[src/rtl/xbar_out_port_scheduler_if.sv]
// Handshake bundle between crossbar inputs, one output-port scheduler and its output mux.
// The master side drives requests and beats; the scheduler (slave) returns grant and status.
interface xbar_out_port_scheduler_if #(
   parameter int N_IN = 4,
   parameter int ID_W = 2
);
   logic [N_IN-1:0]      req;
   logic [N_IN*ID_W-1:0] dest;
   logic [N_IN-1:0]      valid;
   logic [N_IN-1:0]      last;
   logic                 out_ready;
   logic [N_IN-1:0]      grant;
   logic [ID_W-1:0]      grant_idx;
   logic                 busy;
   logic                 xfer;
   logic                 timeout_err;

   modport master (
      output req, dest, valid, last, out_ready,
      input  grant, grant_idx, busy, xfer, timeout_err
   );

   modport slave (
      input  req, dest, valid, last, out_ready,
      output grant, grant_idx, busy, xfer, timeout_err
   );
endinterface

[src/rtl/xbar_out_port_scheduler.sv]
// Round-robin packet scheduler for one crossbar output port; grant is held for a whole packet.
// Optional stall watchdog enabled by defining XBAR_SCHED_WATCHDOG_EN.
module xbar_out_port_scheduler #(
   parameter int N_IN    = 4,
   parameter int ID_W    = 2,
   parameter int PORT_ID = 0,
   parameter int TIMEOUT = 255,
   parameter int TO_W    = 8
) (
   input logic                    clk,
   input logic                    reset,
   xbar_out_port_scheduler_if.slave bus
);

   typedef enum logic {
      IDLE  = 1'b0,
      GRANT = 1'b1
   } state_e;

   state_e          state_q, state_d;
   logic [ID_W-1:0] ptr_q, ptr_d;
   logic [ID_W-1:0] grant_idx_q, grant_idx_d;
   logic [N_IN-1:0] grant_q, grant_d;
   logic            timeout_err_q, timeout_err_d;

   logic [N_IN-1:0] eligible;
   logic [ID_W-1:0] cand;
   logic [ID_W-1:0] pick_idx;
   logic            pick_found;
   logic            busy;
   logic            xfer;
   logic            rel_normal;
   logic            wd_fire;

   always_comb begin
      for (int i = 0; i < N_IN; i++) begin
         eligible[i] = bus.req[i] && (bus.dest[i*ID_W +: ID_W] == ID_W'(PORT_ID));
      end
   end

   // Scan starts just past the last winner, so the previous owner ranks lowest.
   always_comb begin
      pick_found = 1'b0;
      pick_idx   = '0;
      cand       = '0;
      for (int k = 1; k <= N_IN; k++) begin
         cand = ID_W'((int'(ptr_q) + k) % N_IN);
         if (!pick_found && eligible[cand]) begin
            pick_found = 1'b1;
            pick_idx   = cand;
         end
      end
   end

   assign busy       = (state_q == GRANT);
   assign xfer       = busy && bus.valid[grant_idx_q] && bus.out_ready;
   assign rel_normal = busy && ((xfer && bus.last[grant_idx_q]) || !bus.req[grant_idx_q]);

`ifdef XBAR_SCHED_WATCHDOG_EN
   logic [TO_W-1:0] wd_cnt_q, wd_cnt_d;

   // Counter reads 0 in the first GRANT cycle, so release lands after exactly TIMEOUT stalls.
   always_comb begin
      wd_cnt_d = '0;
      if (busy && !xfer) begin
         wd_cnt_d = wd_cnt_q + 1'b1;
      end
   end

   assign wd_fire = busy && !xfer && (wd_cnt_q == TO_W'(TIMEOUT - 1));

   always_ff @(posedge clk) begin
      if (reset) begin
         wd_cnt_q <= '0;
      end else begin
         wd_cnt_q <= wd_cnt_d;
      end
   end
`else
   assign wd_fire = 1'b0;
`endif

   // NOTE: every variable gets a default before the case, otherwise a missed branch infers a latch.
   always_comb begin
      state_d       = state_q;
      ptr_d         = ptr_q;
      grant_d       = grant_q;
      grant_idx_d   = grant_idx_q;
      timeout_err_d = 1'b0;
      case (state_q)
         IDLE: begin
            if (pick_found) begin
               state_d     = GRANT;
               grant_d     = N_IN'(1) << pick_idx;
               grant_idx_d = pick_idx;
            end
         end
         GRANT: begin
            if (rel_normal || wd_fire) begin
               state_d       = IDLE;
               ptr_d         = grant_idx_q;
               grant_d       = '0;
               timeout_err_d = wd_fire && !rel_normal;
            end
         end
         default: state_d = IDLE;
      endcase
   end

   // NOTE: non-blocking assignments keep every flop sampling pre-edge values regardless of order.
   always_ff @(posedge clk) begin
      if (reset) begin
         state_q       <= IDLE;
         ptr_q         <= ID_W'(N_IN - 1);
         grant_q       <= '0;
         grant_idx_q   <= '0;
         timeout_err_q <= 1'b0;
      end else begin
         state_q       <= state_d;
         ptr_q         <= ptr_d;
         grant_q       <= grant_d;
         grant_idx_q   <= grant_idx_d;
         timeout_err_q <= timeout_err_d;
      end
   end

   assign bus.grant       = grant_q;
   assign bus.grant_idx   = grant_idx_q;
   assign bus.busy        = busy;
   assign bus.xfer        = xfer;
   assign bus.timeout_err = timeout_err_q;

endmodule
[src/flat_wrapper.sv]
// flat-port wrapper written by rule: the top's interface ports become plain ports
module xbar_out_port_scheduler_flat 
#(
   parameter int N_IN    = 4,
   parameter int ID_W    = 2,
   parameter int PORT_ID = 0,
   parameter int TIMEOUT = 255,
   parameter int TO_W    = 8
)
  (clk, reset, bus_req, bus_dest, bus_valid, bus_last, bus_out_ready, bus_grant, bus_grant_idx, bus_busy, bus_xfer, bus_timeout_err);
  xbar_out_port_scheduler_if #(.N_IN(N_IN), .ID_W(ID_W)) bus_i ();
  input logic clk;
  input logic reset;
  input wire logic [$bits(bus_i.req)-1:0] bus_req;
  input wire logic [$bits(bus_i.dest)-1:0] bus_dest;
  input wire logic [$bits(bus_i.valid)-1:0] bus_valid;
  input wire logic [$bits(bus_i.last)-1:0] bus_last;
  input wire logic [$bits(bus_i.out_ready)-1:0] bus_out_ready;
  output wire logic [$bits(bus_i.grant)-1:0] bus_grant;
  output wire logic [$bits(bus_i.grant_idx)-1:0] bus_grant_idx;
  output wire logic [$bits(bus_i.busy)-1:0] bus_busy;
  output wire logic [$bits(bus_i.xfer)-1:0] bus_xfer;
  output wire logic [$bits(bus_i.timeout_err)-1:0] bus_timeout_err;
  assign bus_i.req = bus_req;
  assign bus_i.dest = bus_dest;
  assign bus_i.valid = bus_valid;
  assign bus_i.last = bus_last;
  assign bus_i.out_ready = bus_out_ready;
  assign bus_grant = bus_i.grant;
  assign bus_grant_idx = bus_i.grant_idx;
  assign bus_busy = bus_i.busy;
  assign bus_xfer = bus_i.xfer;
  assign bus_timeout_err = bus_i.timeout_err;
  xbar_out_port_scheduler #(.N_IN(N_IN), .ID_W(ID_W), .PORT_ID(PORT_ID), .TIMEOUT(TIMEOUT), .TO_W(TO_W)) u_core (.clk(clk), .reset(reset), .bus(bus_i));
endmodule
[config.mk]
export PLATFORM = sky130hd
export DESIGN_NAME = xbar_out_port_scheduler_flat
export DESIGN_NICKNAME = d
export VERILOG_FILES = /design/src/rtl/xbar_out_port_scheduler_if.sv /design/src/rtl/xbar_out_port_scheduler.sv /design/src/flat_wrapper.sv
export SDC_FILE = /design/constraint.sdc
export NUM_CORES = 1
export LEC_CHECK = 0
export ABC_AREA = 1
export CAP_MARGIN = 20
export CORE_MARGIN = 2
export CORE_UTILIZATION = 39
export DETAILED_ROUTE_END_ITERATION = 6
export PLACE_DENSITY = 0.75
export SKIP_CTS_REPAIR_TIMING = 1
export SLEW_MARGIN = 25
export SYNTH_ARGS = -nofsm -noshare
export SYNTH_HDL_FRONTEND = slang
export SYNTH_SLANG_ARGS = --single-unit
[constraint.sdc]
create_clock -name clk -period 1.59 [get_ports clk]
set_clock_uncertainty 0.15 [all_clocks]
set_input_delay 0.318 -clock clk [delete_from_list [all_inputs] [get_ports clk]]
set_output_delay 0.318 -clock clk [all_outputs]
set_load 0.05 [all_outputs]
==> flow_metrics.tcl, run 1 <==
set metrics [dict create \
    outcome "finished, violations left" \
    violations "setup timing" \
    fin_ws_ns -0.2149 \
    timing.rr.start "u_core.ptr_q[0]" \
    synth_flop_cell "dfxtp_1" \
    grt_pass1_vias 1132 \
    path_class "register to register" \
    grt_max_degree 10 \
    startpoint "u_core.ptr_q[0]" \
    drive_gt1_frac 0.5665 \
    ys.warnings.count 0 \
    initial_core_util 0.4013 \
    wl_mm 3.507 \
    reg2regPathDepth 8 \
    hpwlAfterDp_mm 2.162 \
    netlist_instances 141 \
    p_leak_nw 0.9284 \
    route.detailed.drc 0 \
    p_sw_frac 0.5076 \
    netlist_area_um2 862.1 \
    synthArstFlopShare 0 \
    die_h_um 51.02 \
    synth_edf_count 0 \
    finalCriticalPeriod_ns 1.805 \
    power_per_cell_area_nw_per_um2 1542 \
    fin_util 0.8561 \
    grt_util_all_layers 0.2198 \
    htreeDepth 1 \
    p_sw_mw 1.439 \
    seqPwrFrac 0.153 \
    nets 227 \
    grt_antenna_before_repair 0 \
    cts.path.max_buffers 2 \
    setup_viol 9 \
    grt_pass1_wl_mm 4.450 \
    netlist-cell-type-count 26 \
    place.gp.congestion 0.8152 \
    finalCritPeriodShare 1.135 \
    slowest_stage "dfxtp_4" \
    portBuffers 30 \
    maxSlewViolCount 0 \
    p_int_mw 1.397 \
    fmax_mhz 554.1 \
    p_comb_frac 0.785 \
    holdWs_ns 0.3764 \
    die_w_um 51.02 \
    die-area_um2 2603 \
    cap_viol_max_count 0 \
    vias 1232 \
    diodes 0 \
    antenna_left 0 \
    clk_latency_ns 0.26 \
    synth_seq_area_share 0.2090 \
    wl_per_cell_um 15.18 \
    pwr-share-clk 0.062 \
    synthTopCellsByArea "dfxtp_1 (21%), nand3_1 (17%), nand2_1 (17%)" \
    critical_path.cell_chain "buf_4, nand3_1, nand3_1, nand2_4, nand3_4, o21ai_4, nand3_1, a21oi_2" \
    cts_tree "done" \
    cts-root-buf "clkbuf_4" \
    ios 32 \
    hold_viol 0 \
    crit_fanout 5 \
    clk_pin_slew_ns 0.06 \
    max-vdd-ir-drop_mv 1.256 \
    fin_cells 231 \
    critPathMostFrequentCell "nand3_1" \
    syn_nets 164 \
    clkSinkCount 9 \
    viasPerCell 5.333 \
    yosys-top-cells-count "nand2_1 (38), nand3_1 (30), a21oi_1 (11)" \
    r2r_slack_ns -0.21 \
    cp-start-kind "register" \
    drtPass1Iterations 4 \
    synth_top_area_share 0.2090 \
    synth.most_common_cell "nand2_1" \
    crit_path_end "u_core.bus.grant[1]" \
    required_ns 1.64 \
    yosys.area.top_type "dfxtp_1" \
    hold_path_class "register to register" \
    areaGrowthSynthToFinish_pct 113.4 \
    crit_path_end_kind "register" \
    dp_cells 217 \
    power.total_mw 2.836 \
    synth_seq_cells 9 \
    max_stage_delay_ns 0.38 \
    avgSynthCellArea_um2 6.114 \
    cts_buffers 3 \
    arrival_ns 1.85 \
    drtIter0Drc 20 \
    coreArea_um2 2148 \
    row_count 17 \
    grt_setup_unrepaired "yes" \
    worstReg2RegEnd "u_core.bus.grant[1]" \
    grt_overflow_total 0 \
]
[worst min-delay path by stage]
stage / start / end / slack [ns] / cells after the start
2_1_floorplan: reset / u_core.bus.busy / 0.23 / 1
3_3_place_gp: u_core.bus.grant[3] / u_core.bus.grant[3] / 0.35 / 2
3_5_place_dp: u_core.bus.grant[1] / u_core.bus.grant[1] / 0.36 / 2
4_1_cts: u_core.bus.grant[3] / u_core.bus.grant[3] / 0.37 / 2
5_1_grt: u_core.bus.grant[3] / u_core.bus.grant[3] / 0.39 / 2
6_report: u_core.bus.grant[3] / u_core.bus.grant[3] / 0.38 / 2
[worst max-delay path: cells and delay by family, from the launching register on]
kind                   cells  cell delay [ns]
DFF                        1             0.38
AOI/OAI and AO/OA          2             0.39
and+or+nand+nor            5             0.66
buffers and inverters      1             0.16
[logic make-up after synthesis]
kind of cell           synth area share
other                          0.004350
and+or+nand+nor                  0.5225
buffers and inverters           0.09578
AOI/OAI and AO/OA                0.1567
DFF                              0.2090
muxes                           0.01161
[cell type report]
class,count,area [um2]
clock buffers,4,26.28
fillers,123,309.0
inverters,12,61.31
multi-input cells,116,854.6
flip-flops and latches,9,193.9
well taps,28,35.03
repair buffers,62,668.1
[flip-flops by register name (all words and copies together) (netlist names)]
register / cells
u_core.bus.grant: 4
u_core.bus.busy: 1
u_core.ptr_q: 2
u_core.bus.grant_idx: 2
[cell usage in the layout, fill, tap and decap left out, drive strengths merged, types with 4 or more instances in the layout]
cell           instances
dlymetal6s2s          16
dfxtp                  9
nor2                  12
clkdlybuf4s50          6
o21ai                 10
nand3                 33
buf                   40
clkbuf                 4
inv                   11
nand2                 45
a21oi                 11
[power by group through the flow]
| stage | Sequential (mW) | Clock, mW | Combinational, mW |
|---|---|---|---|
| after CTS | 0.400 | 0.179 | 1.69 |
| after global placement | 0.400 | 0 | 1.64 |
| final | 0.434 | 0.176 | 2.23 |
| after detailed placement | 0.401 | 0 | 1.68 |
| after global routing | 0.442 | 0.196 | 2.35 |
| after floorplan | 0.551 | 0 | 0.907 |
[metal layers]
layer  share of wire  track usage  vias up
met3           0.042      0.03216        8
met4           0.017      0.09009        0
met5               0            0        -
met1            0.38       0.2446      588
li1                -            -      596
met2            0.56       0.4113       40
[per-stage QoR]
stage | cell area (um2) | setup TNS, ns | setup slack, ns
floorplan | 905.9 | -0.8322 | -0.1513
global placement | 1446 | -3.615 | -0.4346
detailed placement | 1446 | -4.142 | -0.4967
CTS | 1473 | -1.888 | -0.2662
global route | 1839 | -1.855 | -0.2635
finish | 1839 | -1.413 | -0.2149
Power figures use the tool's default switching activity.
==> run 2: changes to the inputs <==
CORE_MARGIN = unset   (was 2)
HOLD_SLACK_MARGIN = 0.1   (was unset)
==> flow_metrics.tcl, run 2 (same netlist as run 1, synthesis figures left out) <==
set metrics [dict create \
    clk_pin_slew_ns 0.07 \
    place.gp.congestion 0.8651 \
    cts-root-buf "clkbuf_4" \
    fmax_mhz 522.6 \
    setup_viol 10 \
    finalCriticalPeriod_ns 1.913 \
    grt_setup_unrepaired "yes" \
    diodes 0 \
    slowest_stage "dfxtp_4" \
    crit_cells 10 \
    violations "setup timing" \
    stdcell_area_um2 1887 \
    hold_viol 0 \
    timing.rr.start "u_core.ptr_q[0]" \
    arrival_ns 1.94 \
    cap_viol_max_count 0 \
    areaGrowthSynthToFinish_pct 118.9 \
    crit_path_end_kind "register" \
    grt_util_all_layers 0.2231 \
    initial_core_util 0.4264 \
    viasPerCell 5.996 \
    critical_path.cell_chain "buf_8, nand3_2, nand2_1, nand2_1, buf_4, inv_1, nand2_1, nand3_2, nand3_1, a21oi_1" \
    startpoint "u_core.ptr_q[0]" \
    critPathMostFrequentCell "nand2_1" \
    vias 1391 \
    antenna_left 0 \
    clkSinkCount 9 \
    grt_pass1_wl_mm 4.312 \
    grt_antenna_before_repair 0 \
    clk_latency_ns 0.27 \
    tns_ns -1.886 \
    path_class "register to register" \
    fin_ws_ns -0.3234 \
    grt_max_degree 10 \
    reg2regPathDepth 10 \
    row_count 16 \
    route.detailed.drc 0 \
    finalCritPeriodShare 1.203 \
    path_buf_inv 3 \
    power.total_mw 2.944 \
    p_leak_nw 0.9720 \
    coreArea_um2 2022 \
    max_stage_delay_ns 0.42 \
    cts.path.max_buffers 2 \
    htreeDepth 1 \
    wl_per_cell_um 19.06 \
    largest_reg_flops 4 \
    power_per_cell_area_nw_per_um2 1560 \
    hp-start "u_core.bus.grant[1]" \
    required_ns 1.62 \
    max-vdd-ir-drop_mv 1.288 \
    dpl_worst_slack_ns -0.4936 \
    nets 229 \
    crit_fanout 5 \
    post_dp_cell_area_um2 1453 \
    drtPass1Iterations 4 \
    grt_overflow_total 0 \
    cts_tree "done" \
    cts_buffers 3 \
    cp_top_family "simple AND/OR/NAND/NOR gates" \
    hold_path_class "register to register" \
    die_h_um 49.02 \
    grt_pass1_vias 1090 \
    whs_path_depth 2 \
    ios 32 \
    layout_commonest_cell "buf_4" \
    outcome "finished, violations left" \
    cp-start-kind "register" \
    die-area_um2 2402 \
    hpwlAfterDp_mm 2.072 \
    wl_mm 4.423 \
    holdWs_ns 0.3768 \
    portBuffers 30 \
    drtIter0Drc 54 \
    drive_gt1_frac 0.5610 \
    maxSlewViolCount 0 \
    die_w_um 49.02 \
    mostFrequentLayoutCells "buf_4 (29), nand2_1 (24), dlymetal6s2s_1 (17), nand3_2 (16)" \
]
-- run 2: changes by cell type in the layout (fill, tap and decap cells not counted), moves of 2 or more --
cell | before | now
a21oi_2 | 7 | 5
nand3_2 | 18 | 16
nand2_2 | 12 | 10
buf_6 | 2 | 4
nand3_4 | 4 | 6
a21oi_1 | 4 | 6
nand2_4 | 8 | 11
-- run 2: worst paths after layout --
check	to	slack [ns]
worst min-delay path	u_core.bus.grant[1]	0.38
worst max-delay path	u_core.bus.grant[3]	-0.32
worst max register to register	u_core.bus.grant[3]	-0.32
worst min register to register	u_core.bus.grant[1]	0.38
-- run 2: cell type report --
type | instances | area (um2)
flip-flops and latches | 9 | 193.9
inverters | 12 | 58.81
well taps | 27 | 33.78
clock buffers | 4 | 26.28
multi-input cells | 116 | 873.3
fillers | 69 | 135.1
repair buffers | 64 | 700.7
-- run 2: metrics by stage --
step	cells	utilization
3_5_place_dp	217	0.7184
3_3_place_gp	217	0.7184
4_1_cts	221	0.7314
6_report	232	0.9332
5_1_grt	232	0.9332
2_1_floorplan	141	-
-- run 2: worst min-delay path, delay by kind of cell (launching register included) --
kind	cells	cell delay, ns
flops	1	0.34
simple gates	1	0.09
compound gates	1	0.05
-- run 2: power breakdown --
group	total (mW)	switching, mW	leakage [nW]	internal, mW
clock network	0.183	0.0860	0.0150	0.0969
logic	2.33	1.33	0.882	0.998
registers	0.432	0.118	0.0751	0.314
total	2.94	1.54	0.972	1.41
-- run 2: layer usage --
metal,vias up,part of all wire,track usage
met3,32,0.049,0.02492
met5,-,0,0
met2,84,0.51,0.4306
li1,601,-,-
met1,674,0.38,0.2571
met4,0,0.057,0.05392
==> run 3: changes to the inputs <==
ABC_CLOCK_PERIOD_IN_PS = 1590   (was unset)
GPL_TIMING_DRIVEN = 1   (was unset)
==> results of run 3 <==
The final DEF is identical to that of run 2; final timing and power are the same.
